[src/rtl/eth_tx_scheduler_pkg.sv]
// Shared types and constants for the Ethernet TX scheduler.
// Optional statistics counters are enabled with ETH_TX_SCHED_STATS_EN.
package eth_tx_sched_pkg;

    typedef enum logic [2:0] {
        IDLE  = 3'd0,
        ARB   = 3'd1,
        GRANT = 3'd2,
        WAIT  = 3'd3,
        XFER  = 3'd4,
        GAP   = 3'd5
    } state_t;

    localparam int BYTE_W_DEF    = 15;
    localparam int MAX_PAYLOAD   = 1470;
    localparam int SPLIT_PAYLOAD = 1410;
    localparam int CH_IDX_W      = 3;

endpackage

[src/rtl/eth_tx_scheduler_if.sv]
// Channel-side and MAC-side signal bundle of the TX scheduler.
// slave = scheduler view, master = channel/MAC (or testbench) view.
interface eth_tx_sched_if
    import eth_tx_sched_pkg::*;
#(
    parameter int N_CH   = 4,
    parameter int BYTE_W = BYTE_W_DEF
);
    logic [N_CH-1:0]        i_req;
    logic [N_CH-1:0]        i_valid;
    logic [N_CH*8-1:0]      i_data;
    logic [N_CH*BYTE_W-1:0] i_byte_cnt;
    logic [N_CH-1:0]        i_sof;
    logic [N_CH-1:0]        i_last;
    logic                   i_tx_ready;

    logic [N_CH-1:0]        o_busy;
    logic                   o_tx_start;
    logic [CH_IDX_W-1:0]    o_tx_ch;
    logic [BYTE_W-1:0]      o_tx_len;
    logic                   o_tx_valid;
    logic [7:0]             o_tx_data;
    logic                   o_tx_end;
    logic                   o_tx_sof;
    logic                   o_frame_last;
    logic                   o_timeout;

    modport slave (
        input  i_req, i_valid, i_data, i_byte_cnt, i_sof, i_last, i_tx_ready,
        output o_busy, o_tx_start, o_tx_ch, o_tx_len, o_tx_valid, o_tx_data,
               o_tx_end, o_tx_sof, o_frame_last, o_timeout
    );

    modport master (
        output i_req, i_valid, i_data, i_byte_cnt, i_sof, i_last, i_tx_ready,
        input  o_busy, o_tx_start, o_tx_ch, o_tx_len, o_tx_valid, o_tx_data,
               o_tx_end, o_tx_sof, o_frame_last, o_timeout
    );

endinterface

[src/rtl/eth_tx_scheduler_rr_arbiter.sv]
// Combinational round-robin pick: lowest requesting index at or after ptr+1,
// wrapping, so the previous winner has lowest priority.
module rr_arbiter
    import eth_tx_sched_pkg::*;
#(
    parameter int N_CH = 4
) (
    input  logic [N_CH-1:0]     req_i,
    input  logic [CH_IDX_W-1:0] ptr_i,
    output logic [N_CH-1:0]     grant_oh_o,
    output logic [CH_IDX_W-1:0] grant_idx_o,
    output logic                grant_vld_o
);

    logic [CH_IDX_W-1:0] cand_idx [N_CH];

    genvar gi;
    generate
        for (gi = 0; gi < N_CH; gi++) begin : g_cand
            assign cand_idx[gi] = CH_IDX_W'((int'(ptr_i) + gi + 1) % N_CH);
        end
    endgenerate

    always_comb begin
        grant_oh_o  = '0;
        grant_idx_o = '0;
        grant_vld_o = 1'b0;
        for (int off = 0; off < N_CH; off++) begin
            for (int c = 0; c < N_CH; c++) begin
                if (!grant_vld_o && cand_idx[off] == CH_IDX_W'(c) && req_i[c]) begin
                    grant_vld_o   = 1'b1;
                    grant_idx_o   = CH_IDX_W'(c);
                    grant_oh_o[c] = 1'b1;
                end
            end
        end
    end

endmodule

[src/rtl/eth_tx_scheduler.sv]
// Arbitrates N packetizer channels onto one UDP/MAC TX path with IPG and timeout.
// Define ETH_TX_SCHED_STATS_EN to add per-channel packet and timeout counters.
module eth_tx_scheduler
    import eth_tx_sched_pkg::*;
#(
    parameter int N_CH       = 4,
    parameter int IPG_CYCLES = 12,
    parameter int TIMEOUT    = 64,
    parameter int BYTE_W     = BYTE_W_DEF
) (
    input  logic                 i_clk,
    input  logic                 i_rst_n,
    eth_tx_sched_if.slave        bus
`ifdef ETH_TX_SCHED_STATS_EN
    ,
    output logic [N_CH*16-1:0]   o_pkt_cnt,
    output logic [15:0]          o_err_cnt
`endif
);

    localparam logic [2:0] S_IDLE  = IDLE;
    localparam logic [2:0] S_ARB   = ARB;
    localparam logic [2:0] S_GRANT = GRANT;
    localparam logic [2:0] S_WAIT  = WAIT;
    localparam logic [2:0] S_XFER  = XFER;
    localparam logic [2:0] S_GAP   = GAP;

    localparam int WAIT_W = $clog2(TIMEOUT + 1);
    localparam int GAP_W  = $clog2(IPG_CYCLES + 1);

    logic [2:0]          state_q, state_d;
    logic [CH_IDX_W-1:0] ch_q, ch_d;
    logic [CH_IDX_W-1:0] ptr_q, ptr_d;
    logic [N_CH-1:0]     busy_q, busy_d;
    logic                start_q, start_d;
    logic [BYTE_W-1:0]   len_q, len_d;
    logic                valid_q, valid_d;
    logic [7:0]          data_q, data_d;
    logic                end_q, end_d;
    logic                sof_q, sof_d;
    logic                fl_q, fl_d;
    logic                fl_seen_q, fl_seen_d;
    logic                timeout_q, timeout_d;
    logic [BYTE_W-1:0]   beat_cnt_q, beat_cnt_d;
    logic [WAIT_W-1:0]   wait_cnt_q, wait_cnt_d;
    logic [GAP_W-1:0]    gap_cnt_q, gap_cnt_d;

    logic [N_CH-1:0]     arb_oh;
    logic [CH_IDX_W-1:0] arb_idx;
    logic                arb_vld;

    logic                sel_valid, sel_sof, sel_last;
    logic [7:0]          sel_data;
    logic [BYTE_W-1:0]   sel_cnt;

    rr_arbiter #(.N_CH(N_CH)) u_rr_arbiter (
        .req_i       (bus.i_req),
        .ptr_i       (ptr_q),
        .grant_oh_o  (arb_oh),
        .grant_idx_o (arb_idx),
        .grant_vld_o (arb_vld)
    );

    // Only the granted channel's lanes are ever looked at; others are ignored.
    always_comb begin
        sel_valid = 1'b0;
        sel_sof   = 1'b0;
        sel_last  = 1'b0;
        sel_data  = '0;
        sel_cnt   = '0;
        for (int k = 0; k < N_CH; k++) begin
            if (ch_q == CH_IDX_W'(k)) begin
                sel_valid = bus.i_valid[k];
                sel_sof   = bus.i_sof[k];
                sel_last  = bus.i_last[k];
                sel_data  = bus.i_data[k*8 +: 8];
                sel_cnt   = bus.i_byte_cnt[k*BYTE_W +: BYTE_W];
            end
        end
    end

    always_comb begin
        state_d    = state_q;
        ch_d       = ch_q;
        ptr_d      = ptr_q;
        busy_d     = '1;
        start_d    = 1'b0;
        len_d      = len_q;
        valid_d    = 1'b0;
        data_d     = data_q;
        end_d      = 1'b0;
        sof_d      = sof_q;
        fl_d       = 1'b0;
        fl_seen_d  = fl_seen_q;
        timeout_d  = 1'b0;
        beat_cnt_d = beat_cnt_q;
        wait_cnt_d = wait_cnt_q;
        gap_cnt_d  = gap_cnt_q;

        case (state_q)
            S_IDLE: begin
                if (|bus.i_req && bus.i_tx_ready) state_d = S_ARB;
            end
            S_ARB: begin
                if (arb_vld) begin
                    ch_d    = arb_idx;
                    ptr_d   = arb_idx;
                    busy_d  = ~arb_oh;
                    state_d = S_GRANT;
                end else begin
                    state_d = S_IDLE;
                end
            end
            S_GRANT: begin
                wait_cnt_d = '0;
                fl_seen_d  = 1'b0;
                state_d    = S_WAIT;
            end
            S_WAIT: begin
                if (sel_valid) begin
                    len_d      = sel_cnt;
                    sof_d      = sel_sof;
                    start_d    = 1'b1;
                    valid_d    = 1'b1;
                    data_d     = sel_data;
                    beat_cnt_d = BYTE_W'(1);
                    if (sel_cnt <= BYTE_W'(1)) begin
                        end_d     = 1'b1;
                        gap_cnt_d = '0;
                        state_d   = S_GAP;
                    end else begin
                        state_d   = S_XFER;
                    end
                end else if (wait_cnt_q == WAIT_W'(TIMEOUT - 1)) begin
                    timeout_d = 1'b1;
                    gap_cnt_d = '0;
                    state_d   = S_GAP;
                end else begin
                    wait_cnt_d = wait_cnt_q + 1'b1;
                end
            end
            S_XFER: begin
                if (sel_valid) begin
                    valid_d    = 1'b1;
                    data_d     = sel_data;
                    beat_cnt_d = beat_cnt_q + 1'b1;
                    if (beat_cnt_q == len_q - BYTE_W'(1)) begin
                        end_d     = 1'b1;
                        gap_cnt_d = '0;
                        state_d   = S_GAP;
                    end
                end
            end
            S_GAP: begin
                if (gap_cnt_q == GAP_W'(IPG_CYCLES - 1)) state_d = S_IDLE;
                else                                     gap_cnt_d = gap_cnt_q + 1'b1;
            end
            default: state_d = S_IDLE;
        endcase

        // i_last may trail the final beat by a couple of cycles, hence the early-GAP window.
        if ((state_q == S_WAIT || state_q == S_XFER ||
             (state_q == S_GAP && gap_cnt_q < GAP_W'(3))) && sel_last && !fl_seen_q) begin
            fl_d      = 1'b1;
            fl_seen_d = 1'b1;
        end
    end

    always_ff @(posedge i_clk or negedge i_rst_n) begin
        if (!i_rst_n) begin
            state_q    <= S_IDLE;
            ch_q       <= '0;
            ptr_q      <= '0;
            busy_q     <= '1;
            start_q    <= 1'b0;
            len_q      <= '0;
            valid_q    <= 1'b0;
            data_q     <= '0;
            end_q      <= 1'b0;
            sof_q      <= 1'b0;
            fl_q       <= 1'b0;
            fl_seen_q  <= 1'b0;
            timeout_q  <= 1'b0;
            beat_cnt_q <= '0;
            wait_cnt_q <= '0;
            gap_cnt_q  <= '0;
        end else begin
            state_q    <= state_d;
            ch_q       <= ch_d;
            ptr_q      <= ptr_d;
            busy_q     <= busy_d;
            start_q    <= start_d;
            len_q      <= len_d;
            valid_q    <= valid_d;
            data_q     <= data_d;
            end_q      <= end_d;
            sof_q      <= sof_d;
            fl_q       <= fl_d;
            fl_seen_q  <= fl_seen_d;
            timeout_q  <= timeout_d;
            beat_cnt_q <= beat_cnt_d;
            wait_cnt_q <= wait_cnt_d;
            gap_cnt_q  <= gap_cnt_d;
        end
    end

    assign bus.o_busy       = busy_q;
    assign bus.o_tx_start   = start_q;
    assign bus.o_tx_ch      = ch_q;
    assign bus.o_tx_len     = len_q;
    assign bus.o_tx_valid   = valid_q;
    assign bus.o_tx_data    = data_q;
    assign bus.o_tx_end     = end_q;
    assign bus.o_tx_sof     = sof_q;
    assign bus.o_frame_last = fl_q;
    assign bus.o_timeout    = timeout_q;

`ifdef ETH_TX_SCHED_STATS_EN
    logic [15:0] pkt_cnt_q [N_CH];
    logic [15:0] err_cnt_q;

    genvar gi;
    generate
        for (gi = 0; gi < N_CH; gi++) begin : g_pkt_cnt
            always_ff @(posedge i_clk or negedge i_rst_n) begin
                if (!i_rst_n)                                   pkt_cnt_q[gi] <= '0;
                else if (end_d && ch_q == CH_IDX_W'(gi))        pkt_cnt_q[gi] <= pkt_cnt_q[gi] + 1'b1;
            end
            assign o_pkt_cnt[gi*16 +: 16] = pkt_cnt_q[gi];
        end
    endgenerate

    always_ff @(posedge i_clk or negedge i_rst_n) begin
        if (!i_rst_n)                              err_cnt_q <= '0;
        else if (timeout_d && err_cnt_q != 16'hFFFF) err_cnt_q <= err_cnt_q + 1'b1;
    end
    assign o_err_cnt = err_cnt_q;
`endif

endmodule

[src/flat_wrapper.sv]
// flat-port wrapper written by rule: the top's interface ports become plain ports
module eth_tx_scheduler_flat import eth_tx_sched_pkg::*;
#(
    parameter int N_CH       = 4,
    parameter int IPG_CYCLES = 12,
    parameter int TIMEOUT    = 64,
    parameter int BYTE_W     = BYTE_W_DEF
)
  (i_clk, i_rst_n, bus_i_req, bus_i_valid, bus_i_data, bus_i_byte_cnt, bus_i_sof, bus_i_last, bus_i_tx_ready, bus_o_busy, bus_o_tx_start, bus_o_tx_ch, bus_o_tx_len, bus_o_tx_valid, bus_o_tx_data, bus_o_tx_end, bus_o_tx_sof, bus_o_frame_last, bus_o_timeout);
  eth_tx_sched_if #(.N_CH(N_CH), .BYTE_W(BYTE_W)) bus_i ();
  input  logic i_clk;
  input  logic i_rst_n;
  input wire logic [$bits(bus_i.i_req)-1:0] bus_i_req;
  input wire logic [$bits(bus_i.i_valid)-1:0] bus_i_valid;
  input wire logic [$bits(bus_i.i_data)-1:0] bus_i_data;
  input wire logic [$bits(bus_i.i_byte_cnt)-1:0] bus_i_byte_cnt;
  input wire logic [$bits(bus_i.i_sof)-1:0] bus_i_sof;
  input wire logic [$bits(bus_i.i_last)-1:0] bus_i_last;
  input wire logic [$bits(bus_i.i_tx_ready)-1:0] bus_i_tx_ready;
  output wire logic [$bits(bus_i.o_busy)-1:0] bus_o_busy;
  output wire logic [$bits(bus_i.o_tx_start)-1:0] bus_o_tx_start;
  output wire logic [$bits(bus_i.o_tx_ch)-1:0] bus_o_tx_ch;
  output wire logic [$bits(bus_i.o_tx_len)-1:0] bus_o_tx_len;
  output wire logic [$bits(bus_i.o_tx_valid)-1:0] bus_o_tx_valid;
  output wire logic [$bits(bus_i.o_tx_data)-1:0] bus_o_tx_data;
  output wire logic [$bits(bus_i.o_tx_end)-1:0] bus_o_tx_end;
  output wire logic [$bits(bus_i.o_tx_sof)-1:0] bus_o_tx_sof;
  output wire logic [$bits(bus_i.o_frame_last)-1:0] bus_o_frame_last;
  output wire logic [$bits(bus_i.o_timeout)-1:0] bus_o_timeout;
  assign bus_i.i_req = bus_i_req;
  assign bus_i.i_valid = bus_i_valid;
  assign bus_i.i_data = bus_i_data;
  assign bus_i.i_byte_cnt = bus_i_byte_cnt;
  assign bus_i.i_sof = bus_i_sof;
  assign bus_i.i_last = bus_i_last;
  assign bus_i.i_tx_ready = bus_i_tx_ready;
  assign bus_o_busy = bus_i.o_busy;
  assign bus_o_tx_start = bus_i.o_tx_start;
  assign bus_o_tx_ch = bus_i.o_tx_ch;
  assign bus_o_tx_len = bus_i.o_tx_len;
  assign bus_o_tx_valid = bus_i.o_tx_valid;
  assign bus_o_tx_data = bus_i.o_tx_data;
  assign bus_o_tx_end = bus_i.o_tx_end;
  assign bus_o_tx_sof = bus_i.o_tx_sof;
  assign bus_o_frame_last = bus_i.o_frame_last;
  assign bus_o_timeout = bus_i.o_timeout;
  eth_tx_scheduler #(.N_CH(N_CH), .IPG_CYCLES(IPG_CYCLES), .TIMEOUT(TIMEOUT), .BYTE_W(BYTE_W)) u_core (.i_clk(i_clk), .i_rst_n(i_rst_n), .bus(bus_i));
endmodule
[config.mk]
export PLATFORM = sky130hd
export DESIGN_NAME = eth_tx_scheduler_flat
export DESIGN_NICKNAME = d
export VERILOG_FILES = /design/src/rtl/eth_tx_scheduler_pkg.sv /design/src/rtl/eth_tx_scheduler_if.sv /design/src/rtl/eth_tx_scheduler_rr_arbiter.sv /design/src/rtl/eth_tx_scheduler.sv /design/src/flat_wrapper.sv
export SDC_FILE = /design/constraint.sdc
export NUM_CORES = 1
export LEC_CHECK = 0
export BUFFER_PORTS_ARGS = -buffer_cell sky130_fd_sc_hd__buf_4
export CELL_PAD_IN_SITES_DETAIL_PLACEMENT = 0
export CELL_PAD_IN_SITES_GLOBAL_PLACEMENT = 1
export CORE_ASPECT_RATIO = 1.1
export CORE_MARGIN = 2
export CORE_UTILIZATION = 39
export CTS_BUF_LIST = sky130_fd_sc_hd__clkbuf_4
export CTS_CLUSTER_SIZE = 16
export DETAILED_ROUTE_END_ITERATION = 12
export GPL_TIMING_DRIVEN = 0
export PLACE_DENSITY = 0.91
export SYNTH_ARGS = -nofsm -noshare
export SYNTH_HDL_FRONTEND = slang
export SYNTH_HIERARCHICAL = 1
export SYNTH_SLANG_ARGS = --single-unit
[constraint.sdc]
create_clock -name i_clk -period 3.1 [get_ports i_clk]
set_input_delay 0.465 -clock i_clk [delete_from_list [all_inputs] [get_ports i_clk]]
set_output_delay 0.465 -clock i_clk [all_outputs]
set_load 0.005 [all_outputs]
==> results of run 1 <==
## worst register-to-register path: cells and delay by family (launching register included)
family | cells | cell delay (ps)
AND/OR/NAND/NOR | 3 | 1280
AO/OA/AOI/OAI | 3 | 610
flip-flops | 1 | 470
XOR/XNOR | 1 | 190
adder cells (fa/ha/maj) | 1 | 230
buffers and inverters | 1 | 100
## power by group through the flow
stage	logic (mW)	registers [mW]	clock network, mW
detailed placement	2.65	1.39	0
finish	2.71	1.39	0.756
global route	3.00	1.43	0.809
global placement	2.58	1.39	0
floorplan	1.81	1.33	0
CTS	2.67	1.38	0.770
## cell type report
cell class / instances / area (µm²)
sequential: 66 / 1660
tap: 147 / 184
buffer: 25 / 110
multi-input combinational: 377 / 2660
fill: 1044 / 5060
timing repair buffer: 146 / 1100
clock buffer: 9 / 67.6
clock inverter: 7 / 118
antenna: 1 / 2.50
inverter: 15 / 56.3
## cell usage after synthesis (4+ instances only)
cell type / n
buf_2: 4
o21a_1: 4
nor3_1: 13
mux4_2: 17
o21ai_0: 34
o211ai_1: 4
mux2i_1: 13
nand2_1: 56
nand2b_1: 16
nand3b_1: 5
dfstp_2: 4
nor2b_1: 12
nor4_1: 6
dfrtp_1: 62
xnor2_1: 18
ha_1: 4
nand3_1: 8
buf_1: 6
or3_1: 5
nand4_1: 5
a21oi_1: 28
nor3b_1: 4
nor2_1: 46
clkbuf_1: 13
and3_1: 5
inv_1: 15
xor2_1: 17
or4_1: 5
## per-stage QoR
step	setup TNS, ps	cell area [µm²]	hold WS (ps)	instances	utilization, %
floorplan	0	4440	169	484	-
global placement	-1270	5720	465	777	51.9
detailed placement	-1500	5720	469	777	51.9
CTS	0	5910	133	793	53.7
global route	-8.56	5950	164	793	54.0
finish	0	5950	113	793	54.0
## path summary, 6_finish.rpt
kind / from / end / slack, ps / cells after the start
setup reg to reg: u_core/bus.o_tx_len[0]$_DFFE_PN0P_ / u_core/gap_cnt_q[2]$_DFFE_PN0P_ / 120 / 9
min in group i_clk: bus_i_data[30] / u_core/bus.o_tx_data[6]$_DFFE_PN0P_ / 310 / 3
hold / removal: i_rst_n / u_core/bus.o_frame_last$_DFF_PN0_ / 110 / 1
setup / recovery: u_core/bus.o_tx_len[0]$_DFFE_PN0P_ / u_core/gap_cnt_q[2]$_DFFE_PN0P_ / 120 / 9
max in group asynchronous: i_rst_n / u_core/ptr_q[0]$_DFFE_PN0P_ / 2380 / 1
hold reg to reg: u_core/bus.o_tx_sof$_DFFE_PN0P_ / u_core/bus.o_tx_sof$_DFFE_PN0P_ / 500 / 2
## flip-flops by register name, summed over array words and instances (netlist names), 3 cells and up
name,flops
u_core/ptr_q,3
u_core/bus.o_tx_data,8
u_core/bus.o_tx_len,15
u_core/bus.o_busy,4
u_core/state_q,3
u_core/beat_cnt_q,15
u_core/gap_cnt_q,4
u_core/wait_cnt_q,7
## routing by layer
layer | GRT usage (%) | share of wire, % | vias to the layer above
li1 | - | - | 2059
met1 | 28.8 | 41 | 2119
met2 | 40.3 | 51 | 157
met3 | 5.40 | 6.2 | 23
met4 | 7.81 | 1.9 | 0
met5 | 0 | 0 | -
## cell usage in the layout (no fill, tap or decap), types with 8 or more instances in the layout
cell      count
clkbuf_4      9
nand2b_1     16
nor2b_1      12
xnor2_1      18
nor3_1       10
dfrtp_1      60
clkbuf_1     11
mux2i_1      13
nand3_1       8
buf_4       148
nand2_1      56
a21oi_1      28
mux4_2       17
xor2_1       17
o21ai_0      34
inv_1        15
nor2_1       46
## cells by family after synthesis
| family | count (synthesis) | synth area share (%) |
|---|---|---|
| DFF | 66 | 37.3 |
| buffers and inverters | 41 | 3.78 |
| muxes | 31 | 11.8 |
| and+or+nand+nor | 199 | 23.3 |
| xor gates and xnor gates | 35 | 6.91 |
| adders and majority gates | 4 | 1.13 |
| other | 1 | 0.0845 |
| AOI/OAI and AO/OA | 107 | 15.6 |
## timing repair
item / in CTS / in global routing
gates resized for setup: 4 / 10
pin swaps: 1 / 1
setup endpoints to repair: 6 / 8
hold buffers: 0 / 0
==> impl_metrics.tcl, run 1 <==
set metrics [dict create \
    status "complete, no violations" \
    critical_path_required_ps 3420 \
    post-cts-setup-buffer-count 0 \
    ys_warn_count 6 \
    critical_path.startpoint_type "flip-flop" \
    power.leakage_nw 2.71 \
    switching_share_pct 42.9 \
    synth_top_area_share_pct 35.0 \
    maxSlewHeadroom_pct 43.4 \
    p_seq_share_pct 28.6 \
    final_max_slew_viol_count 0 \
    tritoncts.num_buffers 9 \
    maximum_number_of_pins_on_one_net_before_global_route_repair 67 \
    port_buffers 146 \
    clk_path_buf_depth 2 \
    route.vias.total 4358 \
    clock_tree.htree_level_count 3 \
    core_area_um2 11000 \
    max_cap_violations 0 \
    track_usage_pct 23.3 \
    flow.area_growth_from_synthesis_pct 34.2 \
    floorplan.initialDensity_pct 40.3 \
    drt_iter0_markers 259 \
    ys_types 66 \
    cts_num_sinks 66 \
    io_pins 147 \
    wl_per_cell_um 17.3 \
    critical_path_peak_fanout 7 \
    dominant_synthesized_flop_cell "dfrtp_1" \
    hpwlAfterDp_um 10800 \
    first_pass_grt_wire_length_um 22500 \
    hold_path.class "in2async" \
    layout-drive-gt1-share_pct 32.6 \
    ys_seq_area_share_pct 37.3 \
    ys_async_sr_fraction_pct 100 \
    hold_viol 0 \
    post_drt_via_cell_ratio 5.50 \
    vdd.ir_drop.worst_uv 380 \
    grt_remaining_overflow 0 \
    die_w_um 106 \
    fin_total_pwr_mw 4.86 \
    worst-path-buf-inv 1 \
    cpPeakStageDelay_ps 540 \
    fin_worst_skew_ps 18.3 \
    syn-mean-instance-area_um2 9.16 \
    setup_ws_ps 117 \
    power_switching_mw 2.08 \
    mappedNetlistArea_um2 4440 \
    setup.worst_path.class "reg2reg" \
    fp.dieArea_um2 12200 \
    first_pass_iters 5 \
    critical_path.endpoint_type "flip-flop" \
    timing.critical_path.max_delay_family "simple AND/OR/NAND/NOR gates" \
    power.share.clock_pct 15.6 \
    cts.reportedPaths.clkPinSlew_ps 120 \
    antenna_violating_nets_post_route 0 \
    clockRootBuffer "clkbuf_4" \
    antenna_violations_before_repair 1 \
    synth_enable_flop_cells 0 \
    ys_top_cells_by_area "dfrtp_1, mux4_2, nand2_1" \
    arrival_ps 3310 \
    number_of_flip_flops_and_latches_in_the_synthesized_netlist 66 \
    syn_nets 599 \
    finalSetupViolations 0 \
    design.final.nets 755 \
    worstPathCellList "inv_1 > ha_2 > or4b_4 > nor4bb_2 > xnor2_1 > o211ai_1 > nor4_4 > o21ai_1 > a221o_1" \
    tightest_slew_ps 850 \
    comb_power_share_pct 55.8 \
    remaining_drc_errors 0 \
    final_min_period_over_clock_period_pct 96.2 \
    tritoncts "built" \
    place.gp.congestion 0.922 \
    dominant_cell_type_by_area_after_synthesis "dfrtp_1" \
    placementRows 40 \
    power_per_cell_area_nw_per_um2 816 \
    place_ws_ps -348 \
    insertion_delay_ps 440 \
    max_freq_ghz 0.335 \
    routed_wl_um 13800 \
    internal_power_mw 2.77 \
    worst_path_max_delay_cell "or4b_4" \
    die_h_um 116 \
    period_minus_slack_ps 2980 \
    via_count_of_the_first_global_routing_pass 4445 \
    synth_cells 484 \
]
Power figures use the tool's default switching activity.
==> run 2, diff against run 1 <==
--- a/config.mk
+++ b/config.mk
@@ -6,11 +6,12 @@
 export NUM_CORES = 1
 export LEC_CHECK = 0
 export BUFFER_PORTS_ARGS = -buffer_cell sky130_fd_sc_hd__buf_4
-export CELL_PAD_IN_SITES_DETAIL_PLACEMENT = 0
-export CELL_PAD_IN_SITES_GLOBAL_PLACEMENT = 1
+export CAP_MARGIN = 30
+export CELL_PAD_IN_SITES_DETAIL_PLACEMENT = 2
+export CELL_PAD_IN_SITES_GLOBAL_PLACEMENT = 2
 export CORE_ASPECT_RATIO = 1.1
 export CORE_MARGIN = 2
-export CORE_UTILIZATION = 39
+export CORE_UTILIZATION = 31
 export CTS_BUF_LIST = sky130_fd_sc_hd__clkbuf_4
 export CTS_CLUSTER_SIZE = 16
 export DETAILED_ROUTE_END_ITERATION = 12
==> impl_metrics.tcl, run 2 (synthesis gave the netlist of run 1 again) <==
set metrics [dict create \
    vdd.ir_drop.worst_uv 327 \
    tritoncts.num_buffers 9 \
    cts.reportedPaths.clkPinSlew_ps 130 \
    routed_wl_um 20800 \
    placementRows 45 \
    antenna_violations_before_repair 1 \
    place.gp.congestion 0.855 \
    post_drt_via_cell_ratio 5.64 \
    setup_ws_ps -97.4 \
    cts_hold_buf 0 \
    worst_path_max_delay_cell "dfrtp_1" \
    critical_path.endpoint_type "flip-flop" \
    layout.area.seq_um2 1660 \
    hold_viol 0 \
    first_pass_grt_wire_length_um 28500 \
    flow.area_growth_from_synthesis_pct 35.1 \
    maxSlewHeadroom_pct 39.5 \
    place_ws_ps -805 \
    floorplan.initialDensity_pct 31.9 \
    critical_path.startpoint_type "flip-flop" \
    mostFrequentLayoutCells "buf_4, dfrtp_1, nand2_1, nor2_1, o21ai_0" \
    multi_input_area_um2 2690 \
    power_switching_mw 2.57 \
    internal_power_mw 2.59 \
    first_pass_iters 6 \
    remaining_drc_errors 0 \
    clock_tree.htree_level_count 3 \
    final.fill_count 1534 \
    commonest_non_fill_non_tap_cell_in_the_layout "buf_4" \
    critical_path_required_ps 3420 \
    route.vias.total 4732 \
    worst-path-buf-inv 3 \
    die_h_um 129 \
    hpwlAfterDp_um 14600 \
    worstPathCellList "buf_2 > buf_2 > inv_1 > nor3_4 > o21ai_0 > and4_1 > a31o_1 > a221o_1" \
    port_buffers 146 \
    maximum_number_of_pins_on_one_net_before_global_route_repair 67 \
    p_seq_share_pct 28.2 \
    design.final.nets 761 \
    critical_path_peak_fanout 10 \
    tns_ps -301 \
    tightest_slew_ps 907 \
    layout-drive-gt1-share_pct 33.1 \
    insertion_delay_ps 440 \
    max_freq_ghz 0.313 \
    final_max_slew_viol_count 0 \
    cts_num_sinks 66 \
    fin_total_pwr_mw 5.16 \
    comb_power_share_pct 62.4 \
    power.leakage_nw 2.71 \
    timing.critical_path.max_delay_family "buffers and inverters" \
    clk_path_buf_depth 2 \
    power_per_cell_area_nw_per_um2 861 \
    cells_after_dpl 818 \
    io_pins 147 \
    violations "setup timing" \
    die_w_um 118 \
    period_minus_slack_ps 3200 \
    cpPeakStageDelay_ps 510 \
    layoutNonFillerInstCount 839 \
    power.share.clock_pct 9.4 \
    wire_length_on_met3_um 1030 \
    top_layer_used "met4" \
    arrival_ps 3520 \
    m1WireLength_um 7630 \
    clockRootBuffer "clkbuf_4" \
    core_area_um2 13900 \
    antenna_violating_nets_post_route 0 \
    setup.worst_path.class "reg2reg" \
    drt_iter0_markers 228 \
    tritoncts "built" \
    wl_per_cell_um 24.7 \
    finalSetupViolations 5 \
    dr_wl_met2_um 11400 \
    switching_share_pct 49.8 \
    final_min_period_over_clock_period_pct 103 \
    hold_path.class "in2async" \
    status "finished, violations left" \
    grt_remaining_overflow 0 \
    fp.dieArea_um2 15300 \
    fin_worst_skew_ps 21.2 \
    via_count_of_the_first_global_routing_pass 5329 \
    worst_path_most_repeated_cell "buf_2" \
    track_usage_pct 24.1 \
    max_cap_violations 0 \
]
-- run 2: changes by cell type in the layout (fill, tap and decap cells not counted), moves of 2 or more --
| cell | previous run | this run |
|---|---|---|
| inv_1 | 15 | 13 |
| clkinv_1 | 1 | 4 |
| inv_2 | 0 | 2 |
| clkinv_2 | 0 | 2 |
| buf_4 | 148 | 153 |
| bufinv_16 | 3 | 0 |
| clkinvlp_4 | 2 | 0 |
-- run 2: through the flow --
step	utilization, %	instance area [µm²]	hold slack [ps]
final	43.1	5990	131
after global routing	43.1	5990	171
after CTS	42.4	5890	155
after detailed placement	41.5	5770	446
after global placement	41.5	5770	437
after floorplan	-	4440	169
-- run 2: final cells by class --
cell class | instances | share of cell area, %
well taps | 188 | 3.92
repair buffers | 151 | 18.9
clock inverters | 6 | 0.418
plain buffers | 26 | 2.07
diodes | 1 | 0.0418
inverters | 15 | 0.939
multi-input cells | 377 | 44.9
flip-flops and latches | 66 | 27.7
clock buffers | 9 | 1.13
-- run 2: power by group through the flow --
stage	clock (mW)	sequential, mW	combinational [mW]
after floorplan	0	1.33	1.81
after global placement	0	1.41	2.65
after detailed placement	0	1.44	2.85
after CTS	0.489	1.43	2.90
after global routing	0.525	1.48	3.43
final	0.486	1.45	3.22
-- run 2: worst paths after layout --
| kind | depth (start not counted) | from | slack (ps) | to |
|---|---|---|---|---|
| min reg2reg | 1 | u_core/fl_seen_q$_DFFE_PN0P_ | 500 | u_core/bus.o_frame_last$_DFF_PN0_ |
| max | 8 | u_core/ptr_q[1]$_DFFE_PN0P_ | -100 | u_core/gap_cnt_q[2]$_DFFE_PN0P_ |
| max in group asynchronous | 1 | i_rst_n | 2310 | u_core/bus.o_tx_len[1]$_DFFE_PN0P_ |
| max reg2reg | 8 | u_core/ptr_q[1]$_DFFE_PN0P_ | -100 | u_core/gap_cnt_q[2]$_DFFE_PN0P_ |
| min | 1 | i_rst_n | 130 | u_core/ptr_q[1]$_DFFE_PN0P_ |
| min in group i_clk | 3 | bus_i_data[28] | 340 | u_core/bus.o_tx_data[4]$_DFFE_PN0P_ |
-- run 2: what timing repair did --
item	in CTS	in global routing
setup buffers	0	5
resized for setup	11	15
pin swaps	1	4
cloned	0	0
setup endpoints to repair	17	6
endpoints found under the hold margin	0	0
-- run 2: per-layer routing --
metal | vias to the layer above | GRT usage, %
li1 | 2068 | -
met1 | 2416 | 25.5
met2 | 196 | 45.9
met3 | 52 | 5.11
met4 | 0 | 11.3
met5 | - | 0
